--- src/rtl/cross_bar_req_arb.sv ---
// Crossbar request scheduler: per-bank round-robin, ROB tag allocation, keep-order kickoff, credits.
// Optional macro XBAR_ARB_CREDIT_CHK_EN builds the sticky credit-error check with saturating counters.
module cross_bar_req_arb #(
   parameter int AW        = 32,
   parameter int ROB_DEPTH = 8,
   parameter int KOF_DEPTH = 16
) (
   input  logic              clk_i,
   input  logic              rst_i,
   input  logic [3:0]        ch_req_valid_i,
   input  logic [7:0]        ch_req_bank_id_i,
   input  logic [4*AW-1:0]   ch_req_addr_i,
   output logic [3:0]        ch_req_ready_o,
   output logic [3:0]        bank_req_valid_o,
   input  logic [3:0]        bank_req_ready_i,
   output logic [7:0]        bank_req_ch_id_o,
   output logic [11:0]       bank_req_rob_num_o,
   output logic [4*AW-1:0]   bank_req_addr_o,
   output logic [3:0]        ch_kickoff_o,
   output logic [7:0]        ch_kickoff_bank_id_o,
   input  logic [15:0]       ch_bank_pop_i,
   output logic              credit_err_o
);
   localparam int NCH = 4;
   localparam int NBK = 4;

   logic [3:0]    free_s;
   logic [3:0]    elig_s    [NBK];
   logic [3:0]    gnt_s     [NBK];
   logic [1:0]    gnt_ch_s  [NBK];
   logic [3:0]    ch_gnt_s;

   logic [1:0]    ptr_q     [NBK];
   logic [1:0]    ptr_d     [NBK];
   logic [2:0]    alloc_q   [NCH][NBK];
   logic [2:0]    alloc_d   [NCH][NBK];
   logic [3:0]    outst_q   [NCH][NBK];
   logic [3:0]    outst_d   [NCH][NBK];
   logic [4:0]    kof_q     [NCH];
   logic [4:0]    kof_d     [NCH];
   logic [3:0]    vld_q;
   logic [3:0]    vld_d;
   logic [1:0]    ch_q      [NBK];
   logic [1:0]    ch_d      [NBK];
   logic [2:0]    rob_q     [NBK];
   logic [2:0]    rob_d     [NBK];
   logic [AW-1:0] addr_q    [NBK];
   logic [AW-1:0] addr_d    [NBK];
   logic          err_q;
   logic          err_d;

   // First requester at or after ptr, found by rotating the request vector down and back up.
   function automatic logic [3:0] rr_pick(input logic [3:0] req, input logic [1:0] ptr);
      logic [7:0] dbl;
      logic [3:0] rot;
      logic [3:0] oh;
      logic [7:0] back;
      dbl  = {req, req} >> ptr;
      rot  = dbl[3:0];
      oh   = rot & (~rot + 4'd1);
      back = {oh, oh} << ptr;
      return back[7:4];
   endfunction

   function automatic logic [1:0] enc4(input logic [3:0] oh);
      logic [1:0] idx;
      case (oh)
         4'b0010: idx = 2'd1;
         4'b0100: idx = 2'd2;
         4'b1000: idx = 2'd3;
         default: idx = 2'd0;
      endcase
      return idx;
   endfunction

   assign free_s = ~vld_q | bank_req_ready_i;

   // Eligibility and per-bank round-robin grant
   always_comb begin
      ch_gnt_s = 4'b0000;
      for (int b = 0; b < NBK; b++) begin
         for (int c = 0; c < NCH; c++) begin
            elig_s[b][c] = ch_req_valid_i[c]
                         && (ch_req_bank_id_i[2*c +: 2] == 2'(b))
                         && (outst_q[c][b] < 4'(ROB_DEPTH))
                         && (kof_q[c] < 5'(KOF_DEPTH))
                         && free_s[b];
         end
         gnt_s[b]    = rr_pick(elig_s[b], ptr_q[b]);
         gnt_ch_s[b] = enc4(gnt_s[b]);
         ch_gnt_s    = ch_gnt_s | gnt_s[b];
      end
   end

   // Grant-cycle handshake and kickoff toward the channel ROBs
   always_comb begin
      ch_req_ready_o       = ch_gnt_s;
      ch_kickoff_o         = ch_gnt_s;
      ch_kickoff_bank_id_o = 8'h00;
      for (int c = 0; c < NCH; c++) begin
         if (ch_gnt_s[c]) begin
            ch_kickoff_bank_id_o[2*c +: 2] = ch_req_bank_id_i[2*c +: 2];
         end else begin
            ch_kickoff_bank_id_o[2*c +: 2] = 2'b00;
         end
      end
   end

   // Output stage, pointer and tag next state
   always_comb begin
      for (int b = 0; b < NBK; b++) begin
         if (gnt_s[b] != 4'b0000) begin
            vld_d[b]  = 1'b1;
            ch_d[b]   = gnt_ch_s[b];
            rob_d[b]  = alloc_q[gnt_ch_s[b]][b];
            addr_d[b] = ch_req_addr_i[32'(gnt_ch_s[b])*AW +: AW];
            ptr_d[b]  = gnt_ch_s[b] + 2'd1;
         end else begin
            vld_d[b]  = vld_q[b] & ~bank_req_ready_i[b];
            ch_d[b]   = ch_q[b];
            rob_d[b]  = rob_q[b];
            addr_d[b] = addr_q[b];
            ptr_d[b]  = ptr_q[b];
         end
         for (int c = 0; c < NCH; c++) begin
            alloc_d[c][b] = alloc_q[c][b] + {2'b00, gnt_s[b][c]};
         end
      end
   end

   // Credit counters; a simultaneous grant and pop leaves a counter unchanged
   always_comb begin
      err_d = err_q;
      for (int c = 0; c < NCH; c++) begin
         for (int b = 0; b < NBK; b++) begin
`ifdef XBAR_ARB_CREDIT_CHK_EN
            if (gnt_s[b][c] && !ch_bank_pop_i[4*c+b]) begin
               if (outst_q[c][b] == 4'(ROB_DEPTH)) begin
                  err_d         = 1'b1;
                  outst_d[c][b] = outst_q[c][b];
               end else begin
                  outst_d[c][b] = outst_q[c][b] + 4'd1;
               end
            end else if (!gnt_s[b][c] && ch_bank_pop_i[4*c+b]) begin
               if (outst_q[c][b] == 4'd0) begin
                  err_d         = 1'b1;
                  outst_d[c][b] = outst_q[c][b];
               end else begin
                  outst_d[c][b] = outst_q[c][b] - 4'd1;
               end
            end else begin
               outst_d[c][b] = outst_q[c][b];
            end
`else
            outst_d[c][b] = outst_q[c][b] + {3'b000, gnt_s[b][c]} - {3'b000, ch_bank_pop_i[4*c+b]};
`endif
         end
`ifdef XBAR_ARB_CREDIT_CHK_EN
         if (ch_gnt_s[c] && !(|ch_bank_pop_i[4*c +: 4])) begin
            if (kof_q[c] == 5'(KOF_DEPTH)) begin
               err_d    = 1'b1;
               kof_d[c] = kof_q[c];
            end else begin
               kof_d[c] = kof_q[c] + 5'd1;
            end
         end else if (!ch_gnt_s[c] && (|ch_bank_pop_i[4*c +: 4])) begin
            if (kof_q[c] == 5'd0) begin
               err_d    = 1'b1;
               kof_d[c] = kof_q[c];
            end else begin
               kof_d[c] = kof_q[c] - 5'd1;
            end
         end else begin
            kof_d[c] = kof_q[c];
         end
`else
         kof_d[c] = kof_q[c] + {4'b0000, ch_gnt_s[c]} - {4'b0000, |ch_bank_pop_i[4*c +: 4]};
`endif
      end
   end

   // State registers; reset drops any pending output-stage request
   always_ff @(posedge clk_i or posedge rst_i) begin
      if (rst_i) begin
         vld_q <= 4'b0000;
         err_q <= 1'b0;
         for (int b = 0; b < NBK; b++) begin
            ptr_q[b]  <= 2'd0;
            ch_q[b]   <= 2'd0;
            rob_q[b]  <= 3'd0;
            addr_q[b] <= '0;
         end
         for (int c = 0; c < NCH; c++) begin
            kof_q[c] <= 5'd0;
            for (int b = 0; b < NBK; b++) begin
               alloc_q[c][b] <= 3'd0;
               outst_q[c][b] <= 4'd0;
            end
         end
      end else begin
         vld_q <= vld_d;
         err_q <= err_d;
         ptr_q <= ptr_d;
         ch_q  <= ch_d;
         rob_q <= rob_d;
         addr_q <= addr_d;
         kof_q <= kof_d;
         alloc_q <= alloc_d;
         outst_q <= outst_d;
      end
   end

   // Flatten the output stage onto the bank-side ports
   always_comb begin
      bank_req_valid_o = vld_q;
      for (int b = 0; b < NBK; b++) begin
         bank_req_ch_id_o[2*b +: 2]   = ch_q[b];
         bank_req_rob_num_o[3*b +: 3] = rob_q[b];
         bank_req_addr_o[b*AW +: AW]  = addr_q[b];
      end
   end

`ifdef XBAR_ARB_CREDIT_CHK_EN
   assign credit_err_o = err_q;
`else
   assign credit_err_o = 1'b0;
`endif

endmodule

--- config.mk ---
export PLATFORM = sky130hd
export DESIGN_NAME = cross_bar_req_arb
export DESIGN_NICKNAME = d
export VERILOG_FILES = /design/src/rtl/cross_bar_req_arb.sv
export SDC_FILE = /design/constraint.sdc
export NUM_CORES = 1
export LEC_CHECK = 0
export ABC_AREA = 1
export CAP_MARGIN = 20
export CELL_PAD_IN_SITES_DETAIL_PLACEMENT = 1
export CELL_PAD_IN_SITES_GLOBAL_PLACEMENT = 2
export CORE_MARGIN = 8
export CORE_UTILIZATION = 28
export CTS_CLUSTER_DIAMETER = 50
export DETAILED_ROUTE_END_ITERATION = 16
export PLACE_DENSITY = 0.84
export SYNTH_ARGS = -nofsm -noshare
export SYNTH_HDL_FRONTEND = slang
export SYNTH_SLANG_ARGS = --single-unit
--- constraint.sdc ---
create_clock -name clk_i -period 9.35 [get_ports clk_i]
set_input_delay 1.87 -clock clk_i [delete_from_list [all_inputs] [get_ports clk_i]]
set_output_delay 1.87 -clock clk_i [all_outputs]
set_load 0.02 [all_outputs]
Yosys cells after proc, flatten, opt, wreduce, memory -nomap -nowiden. Index checks and enable logic that the tools add are counted. Widths: inputs -> output; s select.

Add/sub/neg operators: 64. Order comparisons: 24. Equal/unequal tests: 24. Shifts and indexed selects: 12. Muxes and demuxes: 24. Bitwise operators: 25. Reduce and logical (&&, ||, !) cells: 76.

Operators by type and width (number): $shiftx 128x8->32 (4); $bmux 12 s2 (4); $add 4x1->4 (16); $logic_and 1x1->1 (64); $lt 4x4->1 const B (16); $sub 4x1->4 (16); $add 3x1->3 (16); $shl 8x2->8 (4); $shr 8x2->4 (4); $mux 12 (2); $pmux 2 s3 (4); $add 5x1->5 (4); $lt 5x5->1 const B (4); $not 4->4 (5); $sub 5x1->5 (4); $mux 9 (2); $add 4x1->4 const B (4); $and 4x4->4 (4); $eq 2x2->1 const B (8); $eq 4x2->1 const B (4); $eq 4x3->1 const B (4); $eq 4x4->1 const B (4); $or 4x4->4 (4); $reduce_bool 4->1 (4); other kinds (12) (44).

Register bits after elaboration: 292. Output and inout port bits: 169. Logic and storage cells: 302.

Logic depth before layout (Yosys ltp). Gate-level depths: netlist of the first run.

Depth in word-level cells: 16. Gate-level depth with buffers: 23. Depth with buffers taken out: 22.

Least setup slack after synthesis of the first run. OpenSTA, ideal clock, no wires.

Path type: in2out. From: input port ch_req_bank_id_i[2]. To: output port ch_req_ready_o[1]. Arrival time: 3641 ps. Data required time: 7480 ps. Setup slack: 3839 ps. Cell stages on the path: 14. Cells stage by stage: nor3_1 -> nand3_1 -> nand3_1 -> nand2_1 -> nand2_1 -> nor2_1 -> nand2_1 -> nand3_1 -> nand2_1 -> buf_2 -> inv_1 -> nor2_1 -> nand3_1 -> buf_4.

Cells in the longest elaborated chain, start to end: 13. Elaborated cells between the ends (all ways): 43. Classes of those cells: add/sub: 4; eq/ne: 3; shift: 8; bitwise: 11; reduce/logical: 17.

RTL lines: from (decl) (RTL line 11) `input logic [7:0] ch_req_bank_id_i,`; $eq 2x1->1 / $logic_not 2->1 (equally long branches) (RTL line 84) `&& (ch_req_bank_id_i[2*c +: 2] == 2'(b))`; $logic_and 1x1->1 (RTL line 84); $logic_and 1x1->1 (RTL line 85) `&& (outst_q[c][b] < 4'(ROB_DEPTH))`; $logic_and 1x1->1 (RTL line 86) `&& (kof_q[c] < 5'(KOF_DEPTH))`; $logic_and 1x1->1 (RTL line 87) `&& free_s[b];`; $shr 8x2->4 (RTL line 58) `dbl = {req, req} >> ptr;`; $not 4->4 (RTL line 60) `oh = rot & (~rot + 4'd1);`; $add 4x1->4 (RTL line 60); $and 4x4->4 (RTL line 60); $shl 8x2->8 (RTL line 61) `back = {oh, oh} << ptr;`; $or 4x4->4 (2 in a row) (RTL line 91) `ch_gnt_s = ch_gnt_s | gnt_s[b];`; $or 4x4->4 (*) (RTL line 91); to (decl) (RTL line 13) `output logic [3:0] ch_req_ready_o,`.

Mark *: on every way between the ends. The rest lies on a longest branch, timed or not.

Final worst setup path of the first run.
From: input port ch_req_bank_id_i[6]. To: output port ch_req_ready_o[3].

The elaborated chain is that of the path after synthesis.

==> results list, run 1 <==
- Outcome: complete, no violations
* Ordered cell list for the critical path: clkdlybuf4s50_1 -> nand3_1 -> nor2_1 -> nand2_1 -> nand2_1 -> nand2_1 -> nand2_2 -> inv_2 -> nand2_1 -> nand2_1 -> nand2_1 -> nand2_1 -> nand2_2 -> buf_4 -> inv_1 -> nor2_1 -> nand3_1 -> clkdlybuf4s50_1
- Vertical extent of the die: 278 µm
* Predominant post-synthesis flop cell: sky130_fd_sc_hd__dfrtp_1
- Portion of the post-synthesis area used by sequential elements: 0.381
- Of the total synthesized cell area, the portion taken by AND, OR, NAND and NOR gates is 0.319.
- The detailed router finished its first iteration with 1292 violations.
- Rel. slew slack: 0.312
- The number of antenna violations at the first check in global routing is 12.
- Among all stages on the critical path, the largest delay is contributed by sky130_fd_sc_hd__clkdlybuf4s50_1.
- Area used by multi-input combinational logic: 9860 µm²
* Clk slew on worst S/H paths: 0.05 ns
- Post-synth EDFFs: 0
* Worst Path Class, Setup: input port to output port
- The via count of the first global-routing pass came to 20.7k.
* WP data arrival: 5.19 ns
* Synthesized netlist net count: 2907
- The largest single stage delay on the critical path is 0.61 ns.
- Among all cell types in the netlist, the one instantiated most often is sky130_fd_sc_hd__nand2_1.
* Via count: 19.0k
* Reg area: 7310 µm²
- Met1 GRT Util: 0.275
- Time the worst path needs with I/O delays and setup: 7.06 ns
- I/O pin count: 331
- The floorplan step defined a die boundary enclosing 77200 µm².
- Launch point of the worst path: ch_req_bank_id_i[6]
- Cell count after placement: 3717
- Combined area of all synthesized cells: 19200 µm²
- The first detailed-routing pass ran for 5 iterations.
- Share of the core filled with cells in the final layout: 0.360
- In this run the deepest clock path goes through 3 buffers.
- Rows: 96
- Area inside the core boundary: 68200 µm²
* Synthesis Warnings: 0
- Cell accounting for the most synthesized area: sky130_fd_sc_hd__dfrtp_1
- Of the post-synthesis cell area, the part taken by muxes is 0.
* Nets: 3181
- Unique cell type count in the Yosys netlist: 35
* CTS tree: built
- The layout has 8239 filler cells.
- Number of setup violations in the final report: 0
- Entering global routing, the biggest net connects 81 pins.
* Xor and xnor fraction of the mapped netlist area: 0.0365
- Number of resized instances in the post-cts repair step: 0
* Hold wc startpoint: alloc_q[26]
- The total overflow left after global routing is 0.
- Fraction of synthesis flops using an asynchronous set or reset pin: 1.00
- Met3 track utilization from global routing: 0.0401
* Area added between synthesis and finish: 28.0%
- For this block, the routed nets add up to 84.8 mm of wire.
- Highest attainable clock frequency: 142 MHz
* Clock Latency Late Sink: 0.60 ns
* Buffer count from post-CTS setup fixing: 0
* Number of clock sinks seen by CTS: 292
- The initial utilization of the core area, before any placement, comes to 0.281.
- Max-cap viol count: 0
- Global-route wire length before repair: 129 mm
- Class of the tightest hold or removal check: register to register
* Nature of the critical path endpoint: output port
- Average wire per standard cell: 22.3 µm
- The detail route stage leaves a number of antenna-violating nets equal to 0.
- Summed over all failing endpoints, the final setup total negative slack is 0 ns.
- Number of buffers inserted by hold repair at cts: 0
- Worst path most repeated cell: sky130_fd_sc_hd__nand2_1
* Clock root cell: sky130_fd_sc_hd__clkbuf_16
* Setup repair after global routing missed its margin: false
* Count of input and output buffers: 329
- In this run the horizontal extent of the chip is 278 µm.
* Area share of the largest cell type after synthesis: 0.381
- Post-route DRC: 0
- Worst Tran Pin Value: 1.03 ns
- The max-slew violation count was 0.
- The worst register-to-register path begins at ptr_q[7].
- Post-synthesis compound-gate area fraction: 0.0608
* Final clock period utilization by the worst path: 0.755
* Highest-utilization routing layer at the global route stage: met2
- Total of flip-flops plus latches after synthesis: 292
- Number of hold violations in the final report: 0
- H-Tree Level Count: 2
- Layout cells sized above 1: 0.0551
- Cells taking the most area after synthesis: sky130_fd_sc_hd__dfrtp_1, sky130_fd_sc_hd__nand2_1, sky130_fd_sc_hd__nand3_1
- Maximum fanout along the worst path: 44
- For the final database, setup skew stands at 0.0275 ns.
- The number of clock buffers added by TritonCTS is 46.
- Counting instances in the post-synthesis netlist gives the leading cell types as sky130_fd_sc_hd__nand2_1, sky130_fd_sc_hd__nand3_1, sky130_fd_sc_hd__inv_1, sky130_fd_sc_hd__dfrtp_1, sky130_fd_sc_hd__nor2_1.
- Dividing the detail-routed via count by the number of cells gives 4.98.
- By area, the combinational part of the netlist is dominated by simple AND/OR/NAND/NOR gates.
- Required @ worst endpoint: 7.48 ns
- For this run, global-route usage on met2 was measured as 0.360.
* Final GP Congestion: 0.896
- Final std cells w/o fill: 3809
- Average cell area after synthesis: 7.35 µm²
- Kind of launch point of the worst setup path: input port
* Overall fraction of global-route tracks in use: 0.216
* Gate count after technology mapping: 2609
- Fraction of the mapped netlist area in adder cells: 0.0965
- Post-detail-place hpwl: 61.7 mm
-- cell families (layout without fill, tap and decap cells) --
logic type	count (synthesis)	count (layout)
AO/OA/AOI/OAI	176	176
XOR/XNOR	80	80
adder cells (fa/ha/maj)	136	136
buffers and inverters	473	784
flip-flops	292	292
other	1	8
AND/OR/NAND/NOR	1451	1451
-- per-stage QoR --
stage	hold WS, ns	cell area (µm²)	worst slack [ns]
3_3_place_gp	0.444	23100	2.35
5_1_grt	0.475	24600	2.01
2_1_floorplan	0.430	19200	3.60
6_report	0.460	24600	2.29
4_1_cts	0.461	24500	2.26
3_5_place_dp	0.452	23100	2.26
-- layer usage --
layer | wire, µm | vias to the layer above
met1 | 36800 | 9423
li1 | - | 8817
met4 | 2990 | 6
met3 | 5030 | 152
met5 | 37 | -
met2 | 40000 | 567
-- area by class of cell --
type / count / share of cell area
Clock inverter: 26 / 0.00963
Multi-Input combinational cell: 1844 / 0.401
Tap cell: 882 / 0.0449
Antenna cell: 7 / 0.000713
Timing Repair Buffer: 357 / 0.143
Clock buffer: 59 / 0.0509
Inverter: 342 / 0.0524
Sequential cell: 292 / 0.297
-- layout by cell type (no fill, tap or decap), drive strengths merged, types with 20 or more instances in the layout --
| master | netlist | routed |
|---|---|---|
| buf | 124 | 28 |
| a21oi | 23 | 23 |
| xor2 | 42 | 42 |
| dfrtp | 292 | 292 |
| nand2 | 922 | 922 |
| clkbuf | 7 | 59 |
| xnor2 | 38 | 38 |
| clkdlybuf4s50 | 0 | 329 |
| nand3 | 367 | 367 |
| fa | 20 | 20 |
| o21ai | 41 | 41 |
| nor2 | 134 | 134 |
| inv | 341 | 343 |
| ha | 116 | 116 |
| o211ai | 110 | 110 |
-- worst max-delay path, delay by kind of cell --
| family | cells | cell delay [ns] |
|---|---|---|
| AND/OR/NAND/NOR | 13 | 1.33 |
| buffers and inverters | 5 | 1.97 |
-- path summary, 6_finish.rpt --
| kind | to | cells after the start | slack, ns |
|---|---|---|---|
| setup / recovery | ch_req_ready_o[3] | 18 | 2.29 |
| hold / removal | alloc_q[26] | 1 | 0.46 |
| setup reg to reg | bank_req_addr_o[17] | 14 | 4.47 |
| hold reg to reg | alloc_q[26] | 1 | 0.46 |
| max in group asynchronous | bank_req_addr_o[84] | 4 | 5.84 |
| min in group asynchronous | outst_q[25] | 2 | 1.61 |
-- sequential cells by signal, indices dropped and copies added (netlist names) --
| signal | flops |
|---|---|
| bank_req_ch_id_o | 8 |
| bank_req_addr_o | 128 |
| ptr_q | 8 |
| bank_req_valid_o | 4 |
| alloc_q | 48 |
| outst_q | 64 |
| bank_req_rob_num_o | 12 |
| kof_q | 20 |
Power of run 1 is left out: the tool's default activity adds up to more than one toggle a clock period on the data nets, which glitch-free logic cannot reach.
==> run 2, diff against run 1 <==
CORE_UTILIZATION = 31   (was 28)
PLACE_DENSITY = 0.88   (was 0.84)
clock period = 7.2 ns   (was 9.35 ns; I/O delays follow)
==> run 2 against run 1 <==
Compared with the run above:
- worst setup slack lost 1.2 ns
- count of clock-buffer cells in the layout grew 7
- die area shrank 9.1%
- largest cell class unchanged
- clock skew shrank 0.00063 ns
- sequential cell count is the same
==> results list, run 2 (synthesized netlist as in run 1, its figures left out) <==
- Outcome: complete, no violations
- After the last flow step, the layout net total stands at 3186.
- DIE AREA: 70100 µm²
- Number of global-route vias before repair: 20.7k
- The library cell used most frequently in the layout, excluding fill and tap cells, is sky130_fd_sc_hd__nand2_1.
* Pin count of the biggest net entering global routing: 163
- TritonCTS built the clock tree.
- Maximum fanout along the worst path: 4
- In this run, post-CTS hold repair placed 0 buffers.
* Clk slew on worst S/H paths: 0.06 ns
* Layout cells sized above 1: 0.0587
- Count of input and output buffers: 329
- Fin. max-slew vios: 0
- CTS saw 292 sinks.
- Rel. slew slack: 0.281
- Post-Route Setup TNS: 0 ns
- 331 I/O pins were placed.
- Setup slack at placement: 1.16 ns
- The worst path meets setup with 1.14 ns of slack.
- In the layout the commonest cells are sky130_fd_sc_hd__nand2_1, sky130_fd_sc_hd__nand3_1, sky130_fd_sc_hd__clkdlybuf4s50_1, sky130_fd_sc_hd__inv_1, sky130_fd_sc_hd__dfrtp_1.
- H-Tree Level Count: 2
* Setup repair after global routing missed its margin: false
- Grt total ovfl: 0
* Number of detailed-routing iterations run before antenna repair: 5
- Maximum root-to-sink buffer count: 3
* Fill count: 7479
- Worst Tran Pin Value: 1.08 ns
- Subtracting the final worst setup slack from the clock period gives 6.06 ns.
- Total length of routed wires: 83.5 mm
- Setup violations remaining at the end of the flow were counted as 0.
* Global-route wire length before repair: 128 mm
- Across all layers, the routed design uses 19.2k vias.
* Vertical extent of the die: 265 µm
- The worst setup path is launched from an input port.
- The total area inside the core boundary comes to 61500 µm².
- Drt via density: 5.14
* Clock Latency Late Sink: 0.60 ns
- Max FFs per register: 128
- The number of antenna violations at the first check in global routing came to 9.
* Post-route DRC: 0
- The initial utilization of the core area, before any placement, comes to 0.312.
- Final GP Congestion: 0.848
- Class of the tightest hold or removal check: register to register
- At the worst endpoint, the required time is 5.76 ns.
- Highest attainable clock frequency: 165 MHz
* Worst path most repeated cell: sky130_fd_sc_hd__nand2_1
- Post-CTS timing repair inserted 0 buffers for setup.
* Post-detail-place hpwl: 59.5 mm
- Final clock period utilization by the worst path: 0.841
- In this design, the stage delay of the slowest critical-path cell is 0.58 ns.
- WP data arrival: 4.62 ns
* Final ANT Viol Nets: 0
- Area added between synthesis and finish: 29.5%
* Max-cap viol count: 0
* Number of hold violations in the final report: 0
- Overall fraction of global-route tracks in use: 0.235
* CP max stage cell: sky130_fd_sc_hd__clkdlybuf4s50_1
* Violation count after the first detailed-routing iteration: 1210
- Worst Path Class, Setup: input port to output port
* Number of CTS-inserted buffers: 51
* Clock root cell: sky130_fd_sc_hd__clkbuf_16
- Between clock sinks in the finished design, the worst skew comes to 0.0269 ns.
- Number of resized instances in the post-cts repair step: 0
- Rows: 91
- The worst setup path is captured at an output port.
- Traced cell by cell, the critical path runs through clkdlybuf4s50_1 -> nand2_1 -> nor2_1 -> nand4_1 -> nand2_1 -> nand2_1 -> nand2_1 -> nor2_1 -> nand3_1 -> nand3_1 -> nand2_1 -> nand2_1 -> nor3_1 -> inv_1 -> clkdlybuf4s50_1.
* Worst setup slack for register-to-register paths: 3.00 ns
- Measured along the x axis, the die boundary spans 265 µm.
* Average wire per standard cell: 22.4 µm
[run 2: cell types whose count changed in the layout (fill, tap and decap cells not counted), sizes merged]
cell	before	now
clkinvlp	9	5
bufinv	2	10
inv	343	345
clkbuf	59	66
clkinv	14	11
[run 2: worst max-delay path, delay by kind of cell]
| kind | cells | cell delay (ns) |
|---|---|---|
| buf+inv | 3 | 1.26 |
| simple gates | 12 | 1.91 |
[run 2: layer usage]
metal / wire (µm) / share of wire / track usage / vias up
met5: 25 / 0.00030 / 0 / -
met4: 3050 / 0.037 / 0.0902 / 4
met2: 40100 / 0.48 / 0.398 / 591
met3: 4850 / 0.058 / 0.0423 / 165
li1: - / - / - / 8825
met1: 35500 / 0.43 / 0.297 / 9579
[run 2: area by class of cell]
cell class	count	area, µm²	area share
Clock inverter	29	435	0.0175
Inverter	342	1290	0.0518
Tap cell	790	988	0.0398
Multi-Input combinational cell	1844	9860	0.397
Antenna cell	7	17.5	0.000705
Clock buffer	66	1430	0.0573
Timing Repair Buffer	357	3530	0.142
Sequential cell	292	7310	0.294
[run 2: worst paths after layout]
path,cells after the start,to,start
min in group asynchronous,2,bank_req_addr_o[48],rst_i
setup / recovery,15,ch_req_ready_o[2],ch_req_bank_id_i[3]
setup reg to reg,16,bank_req_addr_o[108],outst_q[35]
hold reg to reg,1,alloc_q[17],alloc_q[17]
hold / removal,1,alloc_q[17],alloc_q[17]
max in group asynchronous,3,kof_q[13],rst_i
[run 2: stage by stage]
stage | util | area, µm² | std cells | hold slack, ns
finish | 0.404 | 24900 | 3727 | 0.460
floorplan | - | 19200 | 2609 | 0.430
global placement | 0.374 | 23000 | 3625 | 0.446
detailed placement | 0.374 | 23000 | 3625 | 0.450
global route | 0.404 | 24800 | 3724 | 0.477
CTS | 0.404 | 24800 | 3720 | 0.462
Power of run 2 is left out for the same reason.
